## config.mk

```make
export PLATFORM = sky130hd
export DESIGN_NAME = carfield_apb_periph_responder
export DESIGN_NICKNAME = d
export VERILOG_FILES = /design/src/rtl/carfield_apb_map_pkg.sv /design/src/rtl/carfield_apb_addr_decode.sv /design/src/rtl/carfield_apb_periph_responder.sv
export SDC_FILE = /design/constraint.sdc
export NUM_CORES = 1
export LEC_CHECK = 0
export BUFFER_PORTS_ARGS = -buffer_cell sky130_fd_sc_hd__buf_2
export CAP_MARGIN = 20
export CELL_PAD_IN_SITES_DETAIL_PLACEMENT = 1
export CELL_PAD_IN_SITES_GLOBAL_PLACEMENT = 2
export CORE_ASPECT_RATIO = 0.7
export CORE_MARGIN = 2
export CORE_UTILIZATION = 24
export DETAILED_ROUTE_END_ITERATION = 8
export MAX_ROUTING_LAYER = met4
export PLACE_DENSITY = 0.78
export SLEW_MARGIN = 0
export SYNTH_ARGS = -nofsm -noshare
export SYNTH_HDL_FRONTEND = slang
export SYNTH_SLANG_ARGS = --single-unit
```

## constraint.sdc

```tcl
create_clock -name clk_i -period 3.17 [get_ports clk_i]
set_clock_uncertainty 0.15 [all_clocks]
set_input_delay 0 -clock clk_i [delete_from_list [all_inputs] [get_ports clk_i]]
set_output_delay 0 -clock clk_i [all_outputs]
set_load 0.02 [all_outputs]
```

## src/rtl/carfield_apb_map_pkg.sv

```systemverilog
// Peripheral APB address map for the Carfield Periph window, plus the responder FSM states.
package carfield_apb_map_pkg;

    localparam int unsigned NumApbSlots = 5;

    typedef struct packed {
        logic [31:0] idx;
        logic [31:0] base;
        logic [31:0] size;
    } rule_t;

    localparam logic [31:0] CanBase                 = 32'h2000_1000;
    localparam logic [31:0] CanSize                 = 32'h0000_1000;
    localparam logic [31:0] SystemTimerBase         = 32'h2000_4000;
    localparam logic [31:0] SystemTimerSize         = 32'h0000_1000;
    localparam logic [31:0] SystemAdvancedTimerBase = 32'h2000_5000;
    localparam logic [31:0] SystemAdvancedTimerSize = 32'h0000_1000;
    localparam logic [31:0] SystemWatchdogBase      = 32'h2000_7000;
    localparam logic [31:0] SystemWatchdogSize      = 32'h0000_1000;
    localparam logic [31:0] HyperBusBase            = 32'h2000_9000;
    localparam logic [31:0] HyperBusSize            = 32'h0000_1000;

    // Concatenation is MSB-first, so slot 0 (CAN) lands at Map[0].
    localparam rule_t [NumApbSlots-1:0] Map = {
        rule_t'{32'd4, HyperBusBase,            HyperBusSize},
        rule_t'{32'd3, SystemWatchdogBase,      SystemWatchdogSize},
        rule_t'{32'd2, SystemAdvancedTimerBase, SystemAdvancedTimerSize},
        rule_t'{32'd1, SystemTimerBase,         SystemTimerSize},
        rule_t'{32'd0, CanBase,                 CanSize}
    };

    typedef enum logic [2:0] {
        IDLE,
        SETUP,
        ACCESS,
        ERR,
        RESP
    } state_e;

    function automatic logic [15:0] sat_inc16(input logic [15:0] v);
        return (v == '1) ? v : v + 16'd1;
    endfunction

endpackage

```

## src/rtl/carfield_apb_addr_decode.sv

```systemverilog
// Combinational first-match address decoder; the lowest map entry wins on overlap.
module carfield_apb_addr_decode
    import carfield_apb_map_pkg::*;
#(
    parameter int unsigned           NumSlots  = NumApbSlots,
    parameter int unsigned           AddrWidth = 32,
    parameter int unsigned           IdxWidth  = 3,
    parameter rule_t [NumSlots-1:0]  AddrMap   = Map
) (
    input  logic [AddrWidth-1:0] addr,
    output logic                 hit,
    output logic [IdxWidth-1:0]  idx
);

    logic [AddrWidth:0] a;
    logic [AddrWidth:0] lo;
    logic [AddrWidth:0] hi;

    // One extra bit keeps base+size from wrapping at the top of the address space.
    always_comb begin
        hit = 1'b0;
        idx = '0;
        a   = {1'b0, addr};
        lo  = '0;
        hi  = '0;
        for (int unsigned i = 0; i < NumSlots; i++) begin
            lo = {1'b0, AddrWidth'(AddrMap[i].base)};
            hi = lo + {1'b0, AddrWidth'(AddrMap[i].size)};
            if (!hit && (AddrMap[i].size != '0) && (a >= lo) && (a < hi)) begin
                hit = 1'b1;
                idx = IdxWidth'(AddrMap[i].idx);
            end
        end
    end

endmodule

```

## src/rtl/carfield_apb_periph_responder.sv

```systemverilog
// APB target fanning the Periph window out to per-peripheral APB slots, with decode
// error and per-transfer timeout reporting.
module carfield_apb_periph_responder
    import carfield_apb_map_pkg::*;
#(
    parameter int unsigned                 NumSlots      = NumApbSlots,
    parameter int unsigned                 AddrWidth     = 32,
    parameter int unsigned                 DataWidth     = 32,
    parameter int unsigned                 TimeoutCycles = 256,
    parameter logic [DataWidth-1:0]        ErrData       = DataWidth'(32'hBADC_AB1E),
    parameter rule_t [NumSlots-1:0]        AddrMap       = Map
) (
    input  logic                               clk_i,
    input  logic                               rst_i,
    input  logic                               slv_psel_i,
    input  logic                               slv_penable_i,
    input  logic                               slv_pwrite_i,
    input  logic [AddrWidth-1:0]               slv_paddr_i,
    input  logic [DataWidth-1:0]               slv_pwdata_i,
    input  logic [DataWidth/8-1:0]             slv_pstrb_i,
    input  logic [2:0]                         slv_pprot_i,
    output logic [DataWidth-1:0]               slv_prdata_o,
    output logic                               slv_pready_o,
    output logic                               slv_pslverr_o,
    input  logic [NumSlots-1:0]                slot_en_i,
    output logic [NumSlots-1:0]                mst_psel_o,
    output logic                               mst_penable_o,
    output logic                               mst_pwrite_o,
    output logic [AddrWidth-1:0]               mst_paddr_o,
    output logic [DataWidth-1:0]               mst_pwdata_o,
    output logic [DataWidth/8-1:0]             mst_pstrb_o,
    output logic [2:0]                         mst_pprot_o,
    input  logic [NumSlots-1:0][DataWidth-1:0] mst_prdata_i,
    input  logic [NumSlots-1:0]                mst_pready_i,
    input  logic [NumSlots-1:0]                mst_pslverr_i,
    output logic                               decode_err_o,
    output logic                               timeout_o,
    output logic [15:0]                        err_cnt_o
);

    localparam int unsigned IdxW   = (NumSlots > 1) ? $clog2(NumSlots) : 1;
    localparam int unsigned TimerW = $clog2(TimeoutCycles);

    state_e            state;
    logic [IdxW-1:0]   idx_q;
    logic [TimerW-1:0] timer;
    logic              dec_hit;
    logic [IdxW-1:0]   dec_idx;
    logic              req;
    logic              slot_ok;

    carfield_apb_addr_decode #(
        .NumSlots (NumSlots),
        .AddrWidth(AddrWidth),
        .IdxWidth (IdxW),
        .AddrMap  (AddrMap)
    ) i_decode (
        .addr(slv_paddr_i),
        .hit (dec_hit),
        .idx (dec_idx)
    );

    assign req     = slv_psel_i & ~slv_penable_i;
    assign slot_ok = dec_hit & slot_en_i[dec_idx];

    always_ff @(posedge clk_i) begin
        if (rst_i) begin
            state         <= IDLE;
            idx_q         <= '0;
            timer         <= '0;
            slv_prdata_o  <= '0;
            slv_pready_o  <= 1'b0;
            slv_pslverr_o <= 1'b0;
            mst_psel_o    <= '0;
            mst_penable_o <= 1'b0;
            mst_pwrite_o  <= 1'b0;
            mst_paddr_o   <= '0;
            mst_pwdata_o  <= '0;
            mst_pstrb_o   <= '0;
            mst_pprot_o   <= '0;
            decode_err_o  <= 1'b0;
            timeout_o     <= 1'b0;
            err_cnt_o     <= '0;
        end else begin
            decode_err_o <= 1'b0;
            timeout_o    <= 1'b0;
            case (state)
                IDLE: begin
                    if (req) begin
                        mst_pwrite_o <= slv_pwrite_i;
                        mst_paddr_o  <= slv_paddr_i;
                        mst_pwdata_o <= slv_pwdata_i;
                        mst_pstrb_o  <= slv_pstrb_i;
                        mst_pprot_o  <= slv_pprot_i;
                        idx_q        <= dec_idx;
                        if (slot_ok) begin
                            mst_psel_o <= NumSlots'(1) << dec_idx;
                            state      <= SETUP;
                        end else begin
                            decode_err_o <= 1'b1;
                            err_cnt_o    <= sat_inc16(err_cnt_o);
                            state        <= ERR;
                        end
                    end
                end
                SETUP: begin
                    mst_penable_o <= 1'b1;
                    timer         <= '0;
                    state         <= ACCESS;
                end
                ACCESS: begin
                    if (mst_pready_i[idx_q]) begin
                        mst_psel_o    <= '0;
                        mst_penable_o <= 1'b0;
                        slv_prdata_o  <= mst_prdata_i[idx_q];
                        slv_pslverr_o <= mst_pslverr_i[idx_q];
                        slv_pready_o  <= 1'b1;
                        state         <= RESP;
                    end else if (timer == TimerW'(TimeoutCycles - 1)) begin
                        mst_psel_o    <= '0;
                        mst_penable_o <= 1'b0;
                        slv_prdata_o  <= ErrData;
                        slv_pslverr_o <= 1'b1;
                        slv_pready_o  <= 1'b1;
                        timeout_o     <= 1'b1;
                        err_cnt_o     <= sat_inc16(err_cnt_o);
                        state         <= RESP;
                    end else begin
                        timer <= timer + 1'b1;
                    end
                end
                ERR: begin
                    slv_prdata_o  <= ErrData;
                    slv_pslverr_o <= 1'b1;
                    slv_pready_o  <= 1'b1;
                    state         <= RESP;
                end
                RESP: begin
                    slv_prdata_o  <= '0;
                    slv_pslverr_o <= 1'b0;
                    slv_pready_o  <= 1'b0;
                    state         <= IDLE;
                end
                default: state <= IDLE;
            endcase
        end
    end

endmodule

```

==> results.sh, run 1 <==
export IMPL_crit_required_ns=3.34
export IMPL_synth_ff_latch_count=144
export IMPL_timing_critical_path_arrival_ns=3.00
export IMPL_cts_buffer_depth=2
export IMPL_timing_hold_worst_class="input port to register"
export IMPL_max_freq_mhz=352.8
export IMPL_edff_count_synth=0
export IMPL_final_instance_count_excl_fill=1663
export IMPL_postCtsSetupRepairBufs=0
export IMPL_clkSlewWorstSetupHoldPaths_ns=0.07
export IMPL_setup_viol=0
export IMPL_die_h_um=146.6
export IMPL_grt_first_pass_wirelength_mm=46.95
export IMPL_tritoncts="done"
export IMPL_critPathBufInv=0
export IMPL_routedWlPerCell_um=18.27
export IMPL_cts_num_sinks=144
export IMPL_diodes=0
export IMPL_drive_above_1_share_pct=37.51
export IMPL_post_synth_main_area_contributors="sky130_fd_sc_hd__dfxtp_1 41%, sky130_fd_sc_hd__mux4_2 11%, sky130_fd_sc_hd__nand2_1 8.3%"
export IMPL_synth_lib_cells_used_distinct=64
export IMPL_cts_htree_levels=4
export IMPL_areaGrowthSynthToFinish_pct=59.79
export IMPL_finalHoldViolCount=0
export IMPL_synthesis_area_sq_um=6973
export IMPL_period_needed_ns=2.834
export IMPL_seq_power_share_pct=40.5
export IMPL_drt_pass1_iterations=4
export IMPL_synthDominantCellAreaShare_pct=41.34
export IMPL_holdWs_ns=0.03748
export IMPL_setup_tns_final_ns=0
export IMPL_clkLatencyLatePin_ns=0.43
export IMPL_port_buffers=380
export IMPL_drv_max_cap_violation_count=0
export IMPL_place_congestion=0.7777
export IMPL_postSynthCellCount=792
export IMPL_cts_root_buf="sky130_fd_sc_hd__clkbuf_16"
export IMPL_cp_slowest_cell="sky130_fd_sc_hd__dfxtp_1"
export IMPL_power_report_internal_total_mw=3.376
export IMPL_coreArea_sq_um=28760
export IMPL_detailroute_via_count=8007
export IMPL_outcome="completed"
export IMPL_numCtsBuffers=17
export IMPL_route_detailed_vias_per_inst=4.815
export IMPL_postSynth_asyncResetShare_pct=0
export IMPL_rsz_0062_raised_after_global_routing="false"
export IMPL_comb_power_share_pct=17.1
export IMPL_dr_first_iter_drc_count=262
export IMPL_post_cts_sizing=0
export IMPL_synth_top_cells_by_count="154 x sky130_fd_sc_hd__nand2_1, 144 x sky130_fd_sc_hd__dfxtp_1, 89 x sky130_fd_sc_hd__a21oi_1, 49 x sky130_fd_sc_hd__clkbuf_1, 49 x sky130_fd_sc_hd__nor2_1"
export IMPL_post_synth_cell_area_avg_sq_um=8.804
export IMPL_power_ir_vdd_worst_mv=0.3514
export IMPL_worst_path_dominant_cell_family="simple AND/OR/NAND/NOR gates"
export IMPL_critical_path_cell_chain="mux2_4 -> a221oi_4 -> or2_4 -> a21oi_2 -> nor4_1 -> mux2_2"
export IMPL_end_kind="register"
export IMPL_route_antenna_remaining_nets=0
export IMPL_switchingPower_mw=1.372
export IMPL_largest_net_degree_at_the_start_of_global_routing=79
export IMPL_start_to_end_type_of_the_worst_setup_path="register to register"
export IMPL_grt_antenna_before_repair=0
export IMPL_total_power_mw=4.748
export IMPL_track_usage_pct=20.02
export IMPL_power_share_switching_pct=28.90
export IMPL_max_stage_delay_ns=0.43
export IMPL_clock_power_share_pct=42.4
export IMPL_p_leak_nw=4.821
export IMPL_cell_count_after_placement=1494
export IMPL_count_of_warnings_emitted_by_yosys=0
export IMPL_tightestPinTransition_ns=0.9228
export IMPL_timing_slew_headroom_pct=38.48
export IMPL_ys_flop_type="sky130_fd_sc_hd__dfxtp_1"
export IMPL_mappedNetlistNets=1045
export IMPL_initial_core_util_pct=24.25
export IMPL_x_dimension_of_the_die_um=207.7
export IMPL_timing_max_transition_violations_final=0
export IMPL_die_area_sq_um=30460
export IMPL_wl_mm=30.38
export IMPL_layout_core_utilization_pct=38.74
export IMPL_ioPinCount=381
export IMPL_residual_overflow_from_global_routing=0
export IMPL_kind_of_start_point_of_the_critical_path="register"
export IMPL_drcViolationCount=0
export IMPL_critical_path_peak_fanout=22
export IMPL_synth_seq_area_share_pct=41.34
export IMPL_final_worst_path_period_share_pct=89.40
export IMPL_powerDensity_nw_per_um2=426.2
export IMPL_netlist_top_cell_by_area="sky130_fd_sc_hd__dfxtp_1"
export IMPL_via_count_of_the_first_global_routing_pass=8469
export IMPL_detailedPlacementHpwl_mm=21.36
export IMPL_synth_most_common_cell="sky130_fd_sc_hd__nand2_1"
export IMPL_finalNetCount=1525
export IMPL_rows=52
==> final timing paths <==
path | start | depth (start not counted) | end | slack, ns
max | idx_q[2]$_SDFFE_PP0P_ | 6 | err_cnt_o[5]$_SDFFE_PP0P_ | 0.34
min | mst_prdata_i[102] | 4 | slv_prdata_o[6]$_SDFFE_PP0P_ | 0.04
max reg2reg | idx_q[2]$_SDFFE_PP0P_ | 6 | err_cnt_o[5]$_SDFFE_PP0P_ | 0.34
min reg2reg | mst_paddr_o[30]$_SDFFE_PP0P_ | 2 | mst_paddr_o[30]$_SDFFE_PP0P_ | 0.30
==> what timing repair did <==
action / CTS / global route
hold buffers: 137 / 0
endpoints found under the hold margin: 118 / 0
setup endpoints to repair: 0 / 0
==> cells in the final DEF, fill, tap and decap left out, types with 4 or more instances in the layout <==
cell type / instances
sky130_fd_sc_hd__mux4_2: 33
sky130_fd_sc_hd__buf_2: 379
sky130_fd_sc_hd__nand4_1: 9
sky130_fd_sc_hd__or4_1: 7
sky130_fd_sc_hd__inv_6: 7
sky130_fd_sc_hd__nand3b_1: 13
sky130_fd_sc_hd__dlygate4sd3_1: 137
sky130_fd_sc_hd__mux2_2: 7
sky130_fd_sc_hd__a22oi_1: 14
sky130_fd_sc_hd__xnor2_1: 7
sky130_fd_sc_hd__clkbuf_16: 17
sky130_fd_sc_hd__and4_1: 4
sky130_fd_sc_hd__nand3_1: 14
sky130_fd_sc_hd__inv_1: 11
sky130_fd_sc_hd__dfxtp_1: 142
sky130_fd_sc_hd__nand2_1: 153
sky130_fd_sc_hd__buf_4: 12
sky130_fd_sc_hd__nand2b_1: 6
sky130_fd_sc_hd__o22ai_1: 20
sky130_fd_sc_hd__o31ai_1: 20
sky130_fd_sc_hd__and3_1: 7
sky130_fd_sc_hd__nor4_1: 13
sky130_fd_sc_hd__a21oi_1: 89
sky130_fd_sc_hd__a221oi_1: 21
sky130_fd_sc_hd__nor2b_1: 10
sky130_fd_sc_hd__nor2_1: 48
sky130_fd_sc_hd__o21ai_0: 6
sky130_fd_sc_hd__nor3_1: 10
==> power by group through the flow <==
stage	clock network [mW]	registers (mW)	logic, mW
after floorplan	0	2.04	0.265
after global placement	0	1.96	0.669
after detailed placement	0	1.96	0.678
after CTS	2.10	1.92	0.812
after global routing	2.17	1.93	0.879
final	2.01	1.92	0.811
==> kinds of logic (layout without fill, tap and decap cells) <==
family,count (synthesis),in the layout,synth area share (%)
AO/OA/AOI/OAI,198,198,18.48
XOR/XNOR,7,7,0.8793
adder cells (fa/ha/maj),2,2,0.3588
buffers and inverters,81,574,4.773
flip-flops,144,144,41.34
multiplexers,42,42,12.15
AND/OR/NAND/NOR,318,318,22.02
==> metrics by stage <==
step	area, sq um	setup WS [ns]
3_5_place_dp	9199	0.3316
5_1_grt	11140	0.1520
4_1_cts	11140	0.3176
2_1_floorplan	6973	0.8581
6_report	11140	0.3359
3_3_place_gp	9199	0.3917
==> sequential cells by signal, indices dropped and copies added (netlist names), 4 cells and up <==
signal / count
mst_pstrb_o: 4
mst_psel_o: 5
mst_pwdata_o: 32
mst_paddr_o: 32
timer: 8
slv_prdata_o: 32
err_cnt_o: 16
==> layout make-up <==
cell class | count | area (sq um)
fillers | 3458 | 17620
clock buffers | 17 | 425.4
inverters | 12 | 45.04
flip-flops and latches | 144 | 2885
multi-input cells | 567 | 3769
well taps | 378 | 473.0
clock inverters | 15 | 146.4
repair buffers | 530 | 3398
==> routing by layer <==
| layer | track usage (%) | vias up | routed length (um) |
|---|---|---|---|
| li1 | - | 3854 | - |
| met1 | 24.10 | 3865 | 13460 |
| met2 | 32.40 | 259 | 14360 |
| met3 | 5.528 | 29 | 1881 |
| met4 | 6.667 | 0 | 674 |
| met5 | - | - | 0 |
==> worst register-to-register path, cell delays in order, from the launching register on <==
cell and delay [ns]:
sky130_fd_sc_hd__dfxtp_1 0.43, sky130_fd_sc_hd__mux2_4 0.34, sky130_fd_sc_hd__a221oi_4 0.38, sky130_fd_sc_hd__or2_4 0.38
sky130_fd_sc_hd__a21oi_2 0.30, sky130_fd_sc_hd__nor4_1 0.38, sky130_fd_sc_hd__mux2_2 0.37
No activity file was read; power rests on OpenSTA's default activity.
==> run 2, diff against run 1 <==
==> constraint.sdc (replaced) <==
create_clock -name clk_i -period 3.14 [get_ports clk_i]
set_clock_uncertainty 0.15 [all_clocks]
set_input_delay 0 -clock clk_i [delete_from_list [all_inputs] [get_ports clk_i]]
set_output_delay 0 -clock clk_i [all_outputs]
set_load 0.02 [all_outputs]
==> results.sh, run 2 (same netlist as run 1, synthesis figures left out) <==
export IMPL_setup_viol=0
export IMPL_postCtsSetupRepairBufs=0
export IMPL_outcome="completed"
export IMPL_comb_power_share_pct=17.2
export IMPL_clkLatencyLatePin_ns=0.43
export IMPL_critical_path_peak_fanout=22
export IMPL_timing_max_transition_violations_final=0
export IMPL_mostFrequentLayoutCells="379 x sky130_fd_sc_hd__buf_2, 153 x sky130_fd_sc_hd__nand2_1, 142 x sky130_fd_sc_hd__dfxtp_1"
export IMPL_detailroute_via_count=8043
export IMPL_timing_critical_path_arrival_ns=3.07
export IMPL_drv_max_cap_violation_count=0
export IMPL_die_area_sq_um=30460
export IMPL_ioPinCount=381
export IMPL_fill_count=3456
export IMPL_critical_path_cell_chain="mux2_4 -> a221oi_4 -> or2_4 -> a21oi_2 -> nor4_1 -> mux2_2"
export IMPL_multi_input_area_sq_um=3769
export IMPL_post_cts_sizing=0
export IMPL_drive_above_1_share_pct=37.40
export IMPL_numCtsBuffers=17
export IMPL_timing_hold_worst_class="input port to register"
export IMPL_detailedPlacementHpwl_mm=21.67
export IMPL_area_sequential_sq_um=2885
export IMPL_cts_num_sinks=144
export IMPL_areaGrowthSynthToFinish_pct=59.50
export IMPL_finalHoldViolCount=0
export IMPL_cts_root_buf="sky130_fd_sc_hd__clkbuf_16"
export IMPL_place_congestion=0.7721
export IMPL_drt_pass1_iterations=5
export IMPL_rsz_0062_raised_after_global_routing="false"
export IMPL_dr_first_iter_drc_count=389
export IMPL_tritoncts="done"
export IMPL_coreArea_sq_um=28760
export IMPL_power_ir_vdd_worst_mv=0.3668
export IMPL_cts_htree_levels=4
export IMPL_via_count_of_the_first_global_routing_pass=8634
export IMPL_initial_core_util_pct=24.25
export IMPL_seq_power_share_pct=40.5
export IMPL_x_dimension_of_the_die_um=207.7
export IMPL_crit_required_ns=3.31
export IMPL_largestRegisters="mst_paddr_o: 32 flops, mst_pwdata_o: 32 flops, slv_prdata_o: 32 flops"
export IMPL_max_stage_delay_ns=0.42
export IMPL_track_usage_pct=20.85
export IMPL_mostFrequentLayoutCell="sky130_fd_sc_hd__buf_2"
export IMPL_cts_buffer_depth=2
export IMPL_grt_first_pass_wirelength_mm=48.83
export IMPL_port_buffers=380
export IMPL_final_worst_path_period_share_pct=92.10
export IMPL_p_leak_nw=4.805
export IMPL_total_power_mw=4.792
export IMPL_cts_hold_buffers=137
export IMPL_route_antenna_remaining_nets=0
export IMPL_drcViolationCount=0
export IMPL_largest_net_degree_at_the_start_of_global_routing=76
export IMPL_max_freq_mhz=345.8
export IMPL_rows=52
export IMPL_end_kind="register"
export IMPL_power_share_switching_pct=28.35
export IMPL_cp_slowest_cell="sky130_fd_sc_hd__dfxtp_1"
export IMPL_route_detailed_vias_per_inst=4.831
export IMPL_kind_of_start_point_of_the_critical_path="register"
export IMPL_clkSlewWorstSetupHoldPaths_ns=0.07
export IMPL_powerDensity_nw_per_um2=430.9
export IMPL_tightestPinTransition_ns=0.9169
export IMPL_wl_mm=31.27
export IMPL_power_report_internal_total_mw=3.434
export IMPL_timing_slew_headroom_pct=38.87
export IMPL_setup_tns_final_ns=0
export IMPL_clock_power_share_pct=42.3
export IMPL_finalNetCount=1526
export IMPL_residual_overflow_from_global_routing=0
export IMPL_die_h_um=146.6
export IMPL_start_to_end_type_of_the_worst_setup_path="register to register"
export IMPL_switchingPower_mw=1.359
export IMPL_period_needed_ns=2.892
export IMPL_grt_antenna_before_repair=1
export IMPL_routedWlPerCell_um=18.78
[run 2: area by class of cell]
type                    instances  area share (%)
repair buffers                531           30.40
diodes                          1         0.02250
multi-input cells             567           33.88
well taps                     378           4.252
inverters                      12          0.4050
flip-flops and latches        144           25.94
clock inverters                11          0.9562
clock buffers                  21           4.140
[run 2: routing by layer]
layer	track usage, %	up-vias	share of wire, %
li1	-	3854	-
met1	25.57	3867	44
met2	32.95	284	47
met3	6.259	38	6.8
met4	6.596	0	2.3
met5	-	-	0
[run 2: power groups by stage]
stage	clock network, mW	registers [mW]	logic, mW
6_report	2.03	1.94	0.822
5_1_grt	2.19	1.95	0.892
4_1_cts	2.11	1.94	0.821
3_5_place_dp	0	1.98	0.685
3_3_place_gp	0	1.98	0.674
2_1_floorplan	0	2.06	0.268
[run 2: final timing paths]
kind	from	to	slack (ns)	cells after the start
worst min-delay path	slv_psel_i	state[0]$_SDFFE_PP0P_	0.03	4
worst min register to register	mst_pwdata_o[3]$_SDFFE_PP0P_	mst_pwdata_o[3]$_SDFFE_PP0P_	0.30	2
worst max register to register	idx_q[2]$_SDFFE_PP0P_	err_cnt_o[5]$_SDFFE_PP0P_	0.25	6
worst max-delay path	idx_q[2]$_SDFFE_PP0P_	err_cnt_o[5]$_SDFFE_PP0P_	0.25	6
[run 2: per-stage QoR]
step	std cells	hold WS, ns	utilization [%]	instance area [sq um]	setup slack [ns]
final	1665	0.03196	38.67	11120	0.2480
after global routing	1665	0.03778	38.67	11120	0.04140
after CTS	1664	0.01461	38.67	11120	0.2322
after detailed placement	1495	0.09790	31.93	9181	0.2518
after global placement	1495	0.09076	31.93	9181	0.3900
after floorplan	792	-0.01398	-	6973	0.8281
[run 2: worst max-delay path: cells and delay by family, from the launching register on]
kind / cells / cell delay [ns]
AOI/OAI and AO/OA: 2 / 0.69
and+or+nand+nor: 2 / 0.82
muxes: 2 / 0.71
DFF: 1 / 0.42
==> run 3, diff against run 2 <==
--- a/config.mk
+++ b/config.mk
@@ -13,7 +13,6 @@
 export CORE_MARGIN = 2
 export CORE_UTILIZATION = 24
 export DETAILED_ROUTE_END_ITERATION = 8
-export MAX_ROUTING_LAYER = met4
 export PLACE_DENSITY = 0.78
 export SLEW_MARGIN = 0
 export SYNTH_ARGS = -nofsm -noshare
==> results.sh, run 3 (same netlist as run 1, synthesis figures left out) <==
export IMPL_outcome="completed"
export IMPL_area_sequential_sq_um=2885
export IMPL_wl_mm=31.33
export IMPL_numCtsBuffers=17
export IMPL_setup_tns_final_ns=0
export IMPL_holdWs_ns=0.03314
export IMPL_timing_max_transition_violations_final=0
export IMPL_timing_critical_path_arrival_ns=3.08
export IMPL_track_usage_pct=20.20
export IMPL_initial_core_util_pct=24.25
export IMPL_tightestPinTransition_ns=0.9288
export IMPL_max_stage_delay_ns=0.42
export IMPL_drcViolationCount=0
export IMPL_detailroute_via_count=8077
export IMPL_cp_slowest_cell="sky130_fd_sc_hd__dfxtp_1"
export IMPL_coreArea_sq_um=28760
export IMPL_route_antenna_remaining_nets=0
export IMPL_detailed_place_area_sq_um=9181
export IMPL_via_count_of_the_first_global_routing_pass=8592
export IMPL_power_ir_vdd_worst_mv=0.3657
export IMPL_worstReg2RegEnd="err_cnt_o[5]$_SDFFE_PP0P_"
export IMPL_clkLatencyLatePin_ns=0.44
export IMPL_hold_startpoint="slv_psel_i"
export IMPL_worst_r2r_startpoint="idx_q[2]$_SDFFE_PP0P_"
export IMPL_fill_count=3456
export IMPL_final_worst_path_period_share_pct=92.50
export IMPL_critPathBufInv=0
export IMPL_mostFrequentLayoutCells="379 x sky130_fd_sc_hd__buf_2, 153 x sky130_fd_sc_hd__nand2_1, 142 x sky130_fd_sc_hd__dfxtp_1"
export IMPL_critical_path_cell_chain="mux2_4 -> a221oi_4 -> or2_4 -> a21oi_2 -> nor4_1 -> mux2_2"
export IMPL_timing_hold_worst_class="input port to register"
export IMPL_residual_overflow_from_global_routing=0
export IMPL_kind_of_start_point_of_the_critical_path="register"
export IMPL_layout_core_utilization_pct=38.67
export IMPL_detailedPlacementHpwl_mm=21.67
export IMPL_timing_slew_headroom_pct=38.08
export IMPL_rows=52
export IMPL_drt_pass1_iterations=7
export IMPL_cts_root_buf="sky130_fd_sc_hd__clkbuf_16"
export IMPL_stdcell_area_sq_um=11120
export IMPL_end_kind="register"
export IMPL_start_to_end_type_of_the_worst_setup_path="register to register"
export IMPL_finalHoldViolCount=0
export IMPL_hold_depth=4
export IMPL_mostFrequentLayoutCell="sky130_fd_sc_hd__buf_2"
export IMPL_cts_htree_levels=4
export IMPL_route_detailed_vias_per_inst=4.851
export IMPL_x_dimension_of_the_die_um=207.7
export IMPL_port_buffers=380
export IMPL_die_area_sq_um=30460
export IMPL_areaGrowthSynthToFinish_pct=59.50
export IMPL_drv_max_cap_violation_count=0
export IMPL_place_congestion=0.7621
export IMPL_largest_net_degree_at_the_start_of_global_routing=76
export IMPL_clkSlewWorstSetupHoldPaths_ns=0.07
export IMPL_post_cts_sizing=0
export IMPL_holdPathEnd="state[0]$_SDFFE_PP0P_"
export IMPL_rsz_0062_raised_after_global_routing="false"
export IMPL_dr_first_iter_drc_count=367
export IMPL_cts_hold_buffers=137
export IMPL_tritoncts="done"
export IMPL_finalNetCount=1526
export IMPL_register_to_register_path_setup_slack_ns=0.24
export IMPL_multi_input_area_sq_um=3769
export IMPL_setup_viol=0
export IMPL_routedWlPerCell_um=18.82
export IMPL_grt_first_pass_wirelength_mm=48.89
export IMPL_cts_num_sinks=144
export IMPL_period_needed_ns=2.905
export IMPL_ioPinCount=381
export IMPL_die_h_um=146.6
export IMPL_largestRegisters="mst_paddr_o: 32 flops, mst_pwdata_o: 32 flops, slv_prdata_o: 32 flops"
export IMPL_critical_path_peak_fanout=22
export IMPL_crit_required_ns=3.31
export IMPL_ff2ff_path_depth=6
export IMPL_drive_above_1_share_pct=37.40
export IMPL_p_leak_nw=4.805
export IMPL_worst_path_dominant_cell_family="simple AND/OR/NAND/NOR gates"
export IMPL_max_freq_mhz=344.3
export IMPL_powerDensity_nw_per_um2=431.0
export IMPL_cts_buffer_depth=2
export IMPL_postCtsSetupRepairBufs=0
export IMPL_grt_antenna_before_repair=1
[run 3: worst max-delay path by stage]
stage / cells after the start / end / startpoint / slack, ns
floorplan: 7 / err_cnt_o[5]$_SDFFE_PP0P_ / idx_q[2]$_SDFFE_PP0P_ / 0.83
global placement: 6 / err_cnt_o[5]$_SDFFE_PP0P_ / idx_q[2]$_SDFFE_PP0P_ / 0.39
finish: 6 / err_cnt_o[5]$_SDFFE_PP0P_ / idx_q[2]$_SDFFE_PP0P_ / 0.24
CTS: 6 / err_cnt_o[5]$_SDFFE_PP0P_ / idx_q[2]$_SDFFE_PP0P_ / 0.23
detailed placement: 6 / err_cnt_o[5]$_SDFFE_PP0P_ / idx_q[2]$_SDFFE_PP0P_ / 0.25
global route: 6 / err_cnt_o[5]$_SDFFE_PP0P_ / idx_q[2]$_SDFFE_PP0P_ / 0.04
[run 3: tightest hold or removal path, cell delays in order]
cell                      delay (ns)
sky130_fd_sc_hd__buf_2          0.10
sky130_fd_sc_hd__nor2b_1        0.16
sky130_fd_sc_hd__nand2_2        0.18
sky130_fd_sc_hd__nor2_1         0.10
[run 3: per-layer routing]
metal | GRT usage [%] | part of all wire, % | vias up
met5 | 0 | 0 | -
li1 | - | - | 3856
met4 | 6.596 | 2.2 | 0
met2 | 32.97 | 47 | 307
met1 | 25.29 | 44 | 3878
met3 | 6.539 | 7.1 | 36
[run 3: power by group]
part,internal [mW],switching [mW],total (mW)
clock network,1.14,0.887,2.03
logic,0.392,0.430,0.822
registers,1.90,0.0426,1.94
total,3.43,1.36,4.79
[run 3: area by class of cell]
cell class	instances	area share [%]
diodes	1	0.02250
multi-input cells	567	33.88
clock buffers	21	4.140
clock inverters	11	0.9562
flip-flops and latches	144	25.94
repair buffers	531	30.40
inverters	12	0.4050
well taps	378	4.252
[run 3: through the flow]
stage	std cells	setup WS [ns]	power (mW)
CTS	1664	0.2322	4.876
global route	1665	0.04140	5.034
detailed placement	1495	0.2518	2.669
finish	1665	0.2354	4.793
global placement	1495	0.3900	2.653
floorplan	792	0.8281	2.332
